==> config.mk <==
export PLATFORM = sky130hd
export DESIGN_NAME = sipo_deser
export DESIGN_NICKNAME = d
export VERILOG_FILES = /design/src/rtl/sipo_deser_pkg.sv /design/src/rtl/sipo_deser_bit_counter.sv /design/src/rtl/sipo_deser.sv
export SDC_FILE = /design/constraint.sdc
export NUM_CORES = 1
export LEC_CHECK = 0
export CORE_AREA = 2 2 44 46
export DETAILED_ROUTE_END_ITERATION = 12
export DIE_AREA = 0 0 46 48
export GPL_TIMING_DRIVEN = 0
export MAX_ROUTING_LAYER = met4
export PLACE_DENSITY_LB_ADDON = 0.2
export RECOVER_POWER = 100
export SYNTH_ARGS = -nofsm -noshare
export SYNTH_HDL_FRONTEND = slang
export SYNTH_SLANG_ARGS = --single-unit
export TNS_END_PERCENT = 10
==> constraint.sdc <==
create_clock -name clk -period 1.7 [get_ports clk]
set_clock_uncertainty 0.05 [all_clocks]
set_input_delay 0.34 -clock clk [delete_from_list [all_inputs] [get_ports clk]]
set_output_delay 0.34 -clock clk [all_outputs]
set_load 0.01 [all_outputs]
==> src/rtl/sipo_deser_pkg.sv <==
// Shared definitions for the serial deserializer and its bit counter.
// No logic; state encodings and default sizing only.
// Default WIDTH matches the upstream PISO shifter.
package sipo_deser_pkg;

   // Default frame width, kept equal to the PISO side of the link.
   localparam int SR_WIDTH = 4;
   // Default bit-counter width; 2**SR_CNT_W must exceed SR_WIDTH.
   localparam int SR_CNT_W = 3;

   // FSM encodings. ST_PAR is only reachable when PARITY_CHK_EN is defined.
   typedef enum logic [1:0] {
      ST_IDLE  = 2'd0,
      ST_SHIFT = 2'd1,
      ST_PAR   = 2'd2
   } state_e;

endpackage

==> src/rtl/sipo_deser_bit_counter.sv <==
// Purpose: counts received data bits of a frame; tc flags the last data bit.
// Latency: clr/inc take effect at the next clock edge; tc is combinational from the count.
// Backpressure: none; the count holds whenever inc is low.
module bit_counter
   import sipo_deser_pkg::*;
#(
   parameter int WIDTH = SR_WIDTH,
   parameter int CNT_W = SR_CNT_W
) (
   input  logic clk,
   input  logic reset,
   input  logic clr,
   input  logic inc,
   output logic tc
);

   logic [CNT_W-1:0] cnt_q, cnt_d;

   // Next count: clear has priority over increment, otherwise hold.
   always_comb begin
      cnt_d = cnt_q;
      if (clr) begin
         cnt_d = '0;
      end else if (inc) begin
         cnt_d = cnt_q + CNT_W'(1);
      end
   end

   // Count register with asynchronous active-low reset.
   always_ff @(posedge clk or negedge reset) begin
      if (!reset) begin
         cnt_q <= '0;
      end else begin
         cnt_q <= cnt_d;
      end
   end

   // Terminal count: the bit being sampled now is the last data bit.
   assign tc = (cnt_q == CNT_W'(WIDTH - 1));

endmodule

==> src/rtl/sipo_deser.sv <==
// Purpose: MSB-first serial-in/parallel-out deserializer with a decoupled output word register.
// Latency: a word appears on dout/dout_valid the cycle after its last bit (parity bit if PARITY_CHK_EN) is sampled.
// Backpressure: valid/ready on dout; a word completing while dout is held and not accepted is dropped and sets sticky overrun.
module sipo_deser
   import sipo_deser_pkg::*;
#(
   parameter int WIDTH = SR_WIDTH,
   parameter int CNT_W = SR_CNT_W
) (
   input  logic             clk,
   input  logic             reset,
   input  logic             start,
   input  logic             shift_en,
   input  logic             sin,
   output logic [WIDTH-1:0] dout,
   output logic             dout_valid,
   input  logic             dout_ready,
   output logic             overrun,
   input  logic             ovr_clr,
   output logic             parity_err
);

   state_e state_q, state_d;

`ifdef PARITY_CHK_EN
   // All WIDTH data bits must be held while the trailing parity bit is awaited.
   logic [WIDTH-1:0] shreg_q, shreg_d;
   logic [WIDTH-1:0] shifted;
   logic             perr_new;
   logic             parity_err_q, parity_err_d;
   assign shifted = {shreg_q[WIDTH-2:0], sin};
`else
   // Only WIDTH-1 bits need storage: the last bit goes straight into dout.
   logic [WIDTH-2:0] shreg_q, shreg_d;
   logic [WIDTH-1:0] shifted;
   assign shifted = {shreg_q, sin};
`endif

   logic [WIDTH-1:0] word_new;
   logic             complete;
   logic             cnt_clr, cnt_inc, cnt_tc;
   logic             transfer;

   logic [WIDTH-1:0] dout_q, dout_d;
   logic             dout_valid_q, dout_valid_d;
   logic             overrun_q, overrun_d;

   bit_counter #(
      .WIDTH (WIDTH),
      .CNT_W (CNT_W)
   ) u_bit_counter (
      .clk   (clk),
      .reset (reset),
      .clr   (cnt_clr),
      .inc   (cnt_inc),
      .tc    (cnt_tc)
   );

   // Frame FSM: start always (re)opens a frame; bits are taken only while shift_en is high.
   always_comb begin
      state_d  = state_q;
      shreg_d  = shreg_q;
      cnt_clr  = 1'b0;
      cnt_inc  = 1'b0;
      complete = 1'b0;
`ifdef PARITY_CHK_EN
      word_new = shreg_q;
      perr_new = 1'b0;
`else
      word_new = shifted;
`endif
      case (state_q)
         ST_IDLE: begin
            if (start) begin
               state_d = ST_SHIFT;
               cnt_clr = 1'b1;
            end
         end
         ST_SHIFT: begin
            if (start) begin
               // Abort the partial frame and restart counting; start beats shift_en.
               cnt_clr = 1'b1;
            end else if (shift_en) begin
`ifdef PARITY_CHK_EN
               shreg_d = shifted;
`else
               shreg_d = shifted[WIDTH-2:0];
`endif
               cnt_inc = 1'b1;
               if (cnt_tc) begin
`ifdef PARITY_CHK_EN
                  state_d  = ST_PAR;
`else
                  state_d  = ST_IDLE;
                  complete = 1'b1;
`endif
               end
            end
         end
`ifdef PARITY_CHK_EN
         ST_PAR: begin
            if (start) begin
               state_d = ST_SHIFT;
               cnt_clr = 1'b1;
            end else if (shift_en) begin
               // Even parity: XOR over data and parity bit is 0 for a clean frame.
               complete = 1'b1;
               word_new = shreg_q;
               perr_new = ^{shreg_q, sin};
               state_d  = ST_IDLE;
            end
         end
`endif
         default: begin
            state_d = ST_IDLE;
         end
      endcase
   end

   assign transfer = dout_valid_q & dout_ready;

   // Output word register: load on completion unless the held word is stuck, in which case flag overrun.
   always_comb begin
      dout_d       = dout_q;
      dout_valid_d = dout_valid_q;
      overrun_d    = overrun_q;
`ifdef PARITY_CHK_EN
      parity_err_d = parity_err_q;
`endif
      if (ovr_clr) begin
         overrun_d = 1'b0;
      end
      if (complete) begin
         if (!dout_valid_q || dout_ready) begin
            // Free slot, or the old word leaves this cycle: no bubble between words.
            dout_d       = word_new;
            dout_valid_d = 1'b1;
`ifdef PARITY_CHK_EN
            parity_err_d = perr_new;
`endif
         end else begin
            // Set wins over a simultaneous clear.
            overrun_d = 1'b1;
         end
      end else if (transfer) begin
         dout_valid_d = 1'b0;
      end
   end

   // State, shifter and output registers with asynchronous active-low reset.
   always_ff @(posedge clk or negedge reset) begin
      if (!reset) begin
         state_q      <= ST_IDLE;
         shreg_q      <= '0;
         dout_q       <= '0;
         dout_valid_q <= 1'b0;
         overrun_q    <= 1'b0;
      end else begin
         state_q      <= state_d;
         shreg_q      <= shreg_d;
         dout_q       <= dout_d;
         dout_valid_q <= dout_valid_d;
         overrun_q    <= overrun_d;
      end
   end

`ifdef PARITY_CHK_EN
   // Parity result travels with the word it describes.
   always_ff @(posedge clk or negedge reset) begin
      if (!reset) begin
         parity_err_q <= 1'b0;
      end else begin
         parity_err_q <= parity_err_d;
      end
   end
   assign parity_err = parity_err_q;
`else
   assign parity_err = 1'b0;
`endif

   assign dout       = dout_q;
   assign dout_valid = dout_valid_q;
   assign overrun    = overrun_q;

endmodule
# Word level (Yosys, flattened, before mapping)
# Cells that the tools add are included.
[op_classes] mul=0 bitwise=2 n_div=0 n_shift=0 addsub=1 n_reduce_logical=10 mux=22 order_cmp=0 n_eq_ne=7
[ops] cell="two-way mux 1 bit" n=15
[ops] cell="two-way mux 2 bit" n=4
[ops] cell="inequality test 2 bit (second input constant)" n=4
[ops] cell="two-way mux 3 bit" n=2
[ops] cell="one-hot mux 2 bit (2 select lines)" n=1
[ops] cell="AND reduction 2 bit" n=2
[ops] cell="AND reduction 4 bit" n=1
[ops] cell="nonzero test 2 bit" n=2
[ops] cell="adder 3 x 1 -> 3 bit (second input constant)" n=1
[ops] cell="== test 3 x 2 -> 1 bit (second input constant)" n=1
[ops] cell="AND reduction 3 bit" n=1
[ops] cell="== test 2 x 1 -> 1 bit (second input constant)" n=1
[ops] cell="zero test 2 bit" n=1
[ops] cell="inequality test 2 x 1 -> 1 bit (second input constant)" n=1
[ops] cell="OR reduction 2 bit" n=1
[ops] cell="bitwise AND 1 bit" n=1
[ops] cell="zero test 1 bit" n=1
[ops] cell="logical OR 1 bit" n=1
[ops] cell="inverter 1 bit" n=1
[totals] latchBits=0 reg_bits=14 in_bits=7 mem_count=0 mem_bits_ro=0 ram_bits=0

# Logic depth before layout (Yosys ltp)
[logic_depth] word_depth=7 ltp_mapped=4 ltp_nobuf=4

# Hierarchy
# From an unflattened synthesis, not the netlist that was laid out.
[unflattened] hier_cells=47 area_unflattened_um2=579.3
[modules_own_cells] mod="sipo_deser" area_each_um2=437.9 instances=1 cells_each=35
[modules_own_cells] mod="bit_counter" area_each_um2=141.4 instances=1 cells_each=12

# Worst setup path before layout
# No wires, ideal clock.
[synth_path] path_kind="reg2reg" startpoint="register u_bit_counter.cnt_q[0]" endpoint="register dout_q[0] (netlist: dout[0])" path_buffers=0 period_less_slack_ns=1.355 arrival_time_ns=1.179 setup_time_ns=0.125 setup_slack_ns=0.345 path_stages_with_launch=5 required_ns=1.525 cell_sequence="dfrtp_1 -> ha_1 -> ha_1 -> nand3_4 -> mux2_4"
[synth_between] elab_chain_cells=6
[synth_lines] element="start: declaration" line_no="sipo_deser_bit_counter.sv:17" rtl="logic [CNT_W-1:0] cnt_q, cnt_d;"
[synth_lines] element="start signal: assignment" line_no="sipo_deser_bit_counter.sv:34" rtl="cnt_q <= cnt_d;"
[synth_lines] element="== test 3 x 2 -> 1 bit" line_no="sipo_deser_bit_counter.sv:39" rtl="assign tc = (cnt_q == CNT_W'(WIDTH - 1));"
[synth_lines] element="two-way mux 1 bit" line_no="sipo_deser.sv:90" rtl="if (cnt_tc) begin"
[synth_lines] element="two-way mux 1 bit" line_no="sipo_deser.sv:83" rtl="end else if (shift_en) begin"
[synth_lines] element="two-way mux 1 bit" line_no="sipo_deser.sv:80" rtl="if (start) begin"
[synth_lines] element="two-way mux 1 bit" line_no="sipo_deser.sv:72" rtl="case (state_q)"
[synth_lines] element="AND reduction 2 bit (no source line)"
[synth_lines] element="end signal: assignment" line_no="sipo_deser.sv:161" rtl="dout_q <= dout_d;"
[synth_lines] element="end: declaration" line_no="sipo_deser.sv:44" rtl="logic [WIDTH-1:0] dout_q, dout_d;"
# No other way between the ends.
# A chain may end at the register's enable or synchronous reset.

# Final worst setup path
[layout_path] startpoint="input shift_en" endpoint="register dout_q[1] (netlist: dout[1])"
[layout_between] elab_chain_cells=4
[layout_lines] element="start: declaration" line_no="sipo_deser.sv:13" rtl="input logic shift_en,"
[layout_lines] element="two-way mux 1 bit" line_no="sipo_deser.sv:83"
[layout_lines] element="two-way mux 1 bit" line_no="sipo_deser.sv:80"
[layout_lines] element="two-way mux 1 bit" line_no="sipo_deser.sv:72"
[layout_lines] element="AND reduction 2 bit (no source line)"
# No other way between the ends.

==> impl_metrics.yaml <==
worst_setup_path:
  path_cells: "dlygate4sd3_1 -> and3b_1 -> buf_6 -> nand3_4 -> mux2_1"
  crit_slowest_cell: "dlygate4sd3_1"
  required_ns: 1.81
  worstSetupPathType: "in2reg"
  crit_buf_inv: 2
  crit_path_max_fanout: 6
  cp.arrival_ns: 1.71
  slowest_delay_ns: 0.61
  worstSetupPathDepth: 5
  cp_top_family: "buffers and inverters"
  r2r_cells: 4
  worstSetupStartpointType: "primary input"
  crit_path_end_kind: "flip-flop"
power:
  p_per_area_mw_per_mm2: 933.8
  ir_drop_uv: 387.0
  power.leakage_nw: 0.3380
  power_mw: 0.6847
global_route:
  overflow: 0
  track_usage: 0.1005
  grt_pass1_vias: 323
  antenna_found_initial: 0
  grt_max_degree: 14
  grt_pass1_wl_um: 1380
sta:
  rsz0062_at_grt: "false"
  setup_ws_ns: 0.1019
  worst_pin_slew_ns: 0.5816
  layout_min_cycle_time_ns: 1.598
  fmax_mhz: 625.8
  hold_viol_final: 0
  slew_headroom: 0.6110
  maxSlewViolCount: 0
  setup_viol: 0
  fin_crit_sh: 0.9400
final_layout:
  design_area_um2: 733.2
  layout-drive-gt1-share: 0.1695
  final_cell_mix: "dfrtp_1, clkdlybuf4s50_1, nand2_1"
  diodes: 0
  fin_nets: 69
  multi_input_area_um2: 214.0
  regArea_um2: 325.3
  syn2layout_area_growth_pct: 27.11
  fillers: 161
  final_common_cell: "dfrtp_1"
  final_cells: 76
die:
  dieArea_mm2: 0.002208
  core_area_mm2: 0.001689
  start_util: 0.3415
  die_w_um: 46
  die_h_um: 48
  rows: 15
  ioPinCount: 14
cts:
  ctsHoldBuffers: 0
  clkSinkCount: 13
  cts_buffers: 3
  htree_levels: 1
  clk_path_buf_depth: 2
  root_buffer: "clkbuf_4"
  clk_pin_slew_ns: 0.08
  cts_tree: "built"
  cts.repair.resized: 0
  clk_latency_ns: 0.27
  cts_setup_buffers: 0
route:
  vias: 355
  drc: 0
  first_pass_iters: 3
  vias_per_cell: 4.671
  drtAntennaViolNets: 0
  wire_per_inst_um: 10.91
  drtIter0Drc: 1
  wl_um: 829
place:
  portBuffers: 12
  place_area_um2: 718.2
  dp_hpwl_um: 622.6
  dp.cells: 72
  dp_slack_ns: -0.1178
  gp_congestion: 0.6523
synth:
  syn_area_per_cell_um2: 13.41
  yosysUniqueCellTypes: 19
  netlist_instances: 43
  postSynthNetCount: 52
  ys_warn_count: 0
  syn_area_um2: 576.8
  synth_seq_area_share: 0.5640
  ys_ff_latch: 13
run_status:
  status: "finished, final reports clean"
job:
  drv_cap: 0
hold_path:
  hold_path_class: "in2async"
==> registers in the layout (all words and copies together), names as in the netlist <==
signal	flops
dout_valid	1
overrun	1
shreg_q	3
state_q	1
u_bit_counter.cnt_q	3
dout	4
==> logic make-up (layout without fill, tap and decap cells) <==
group                    after synthesis  in the layout  synth area share
other                                  1              1          0.006501
AND/OR/NAND/NOR                       10             10            0.1063
buffers and inverters                  4             20           0.04556
adder cells (fa/ha/maj)                2              2           0.04338
AO/OA/AOI/OAI                          5              5           0.05641
multiplexers                           7              7            0.1627
flip-flops                            13             13            0.5640
XOR/XNOR                               1              1           0.01519
==> metrics by stage <==
step           TNS, ns  hold WS, ns  utilization
2_1_floorplan        0    -0.005591            -
6_report             0       0.4460       0.4341
3_3_place_gp   -0.4916       0.4406       0.4252
5_1_grt              0       0.4759       0.4341
3_5_place_dp   -0.5322       0.4491       0.4252
4_1_cts              0       0.3908       0.4407
==> synthesized netlist by cell type <==
cell type  instances  area (um2)
buf_6              1       11.26
inv_1              2       7.510
o22ai_1            1       6.260
a21o_1             1       7.510
a311oi_1           1       8.760
a21oi_1            2       10.01
nand2_1            5       18.77
nor2_1             1       3.750
and3b_1            1       8.760
mux2_2             3       33.78
or2b_1             1       7.510
xor2_1             1       8.760
conb_1             1       3.750
ha_1               2       25.02
nand3_4            1       17.52
mux2_4             4       60.06
dfrtp_1           13       325.3
buf_4              1       7.510
nand3_1            1       5.000
==> metal layers <==
layer,GRT usage,part of all wire
met1,0.1014,0.44
met2,0.1444,0.44
met3,0.06038,0.093
met4,0.06857,0.022
met5,-,0
==> worst register-to-register path: cells and delay by family, from the launching register on <==
kind,cells,cell delay (ns)
fa+ha+maj,2,0.44
flops,1,0.40
mux,1,0.32
simple gates,1,0.10
==> final cells by class <==
type / count / share of cell area
Inverter: 2 / 0.01024
Multi-Input combinational cell: 26 / 0.2918
Clock buffer: 4 / 0.03584
Tap cell: 17 / 0.02901
Buffer: 2 / 0.02560
Timing Repair Buffer: 12 / 0.1638
Sequential cell: 13 / 0.4437
==> where the power goes <==
group,total (mW),leakage (nW),switching [mW],internal [mW]
registers,0.372,0.166,0.0219,0.350
clock network,0.191,0.0150,0.100,0.0910
logic,0.121,0.157,0.0437,0.0777
total,0.685,0.338,0.166,0.519
==> path summary, 6_finish.rpt <==
| check | slack [ns] | startpoint | endpoint |
|---|---|---|---|
| hold / removal | 0.45 | reset | overrun |
| min in group clk | 0.45 | shreg_q[2] | dout[3] |
| setup / recovery | 0.10 | shift_en | dout[1] |
| max in group asynchronous | 0.77 | reset | dout[2] |
| setup reg to reg | 0.27 | u_bit_counter.cnt_q[0] | dout[1] |
| hold reg to reg | 0.45 | shreg_q[2] | dout[3] |
(Power assumes the default switching activity.)
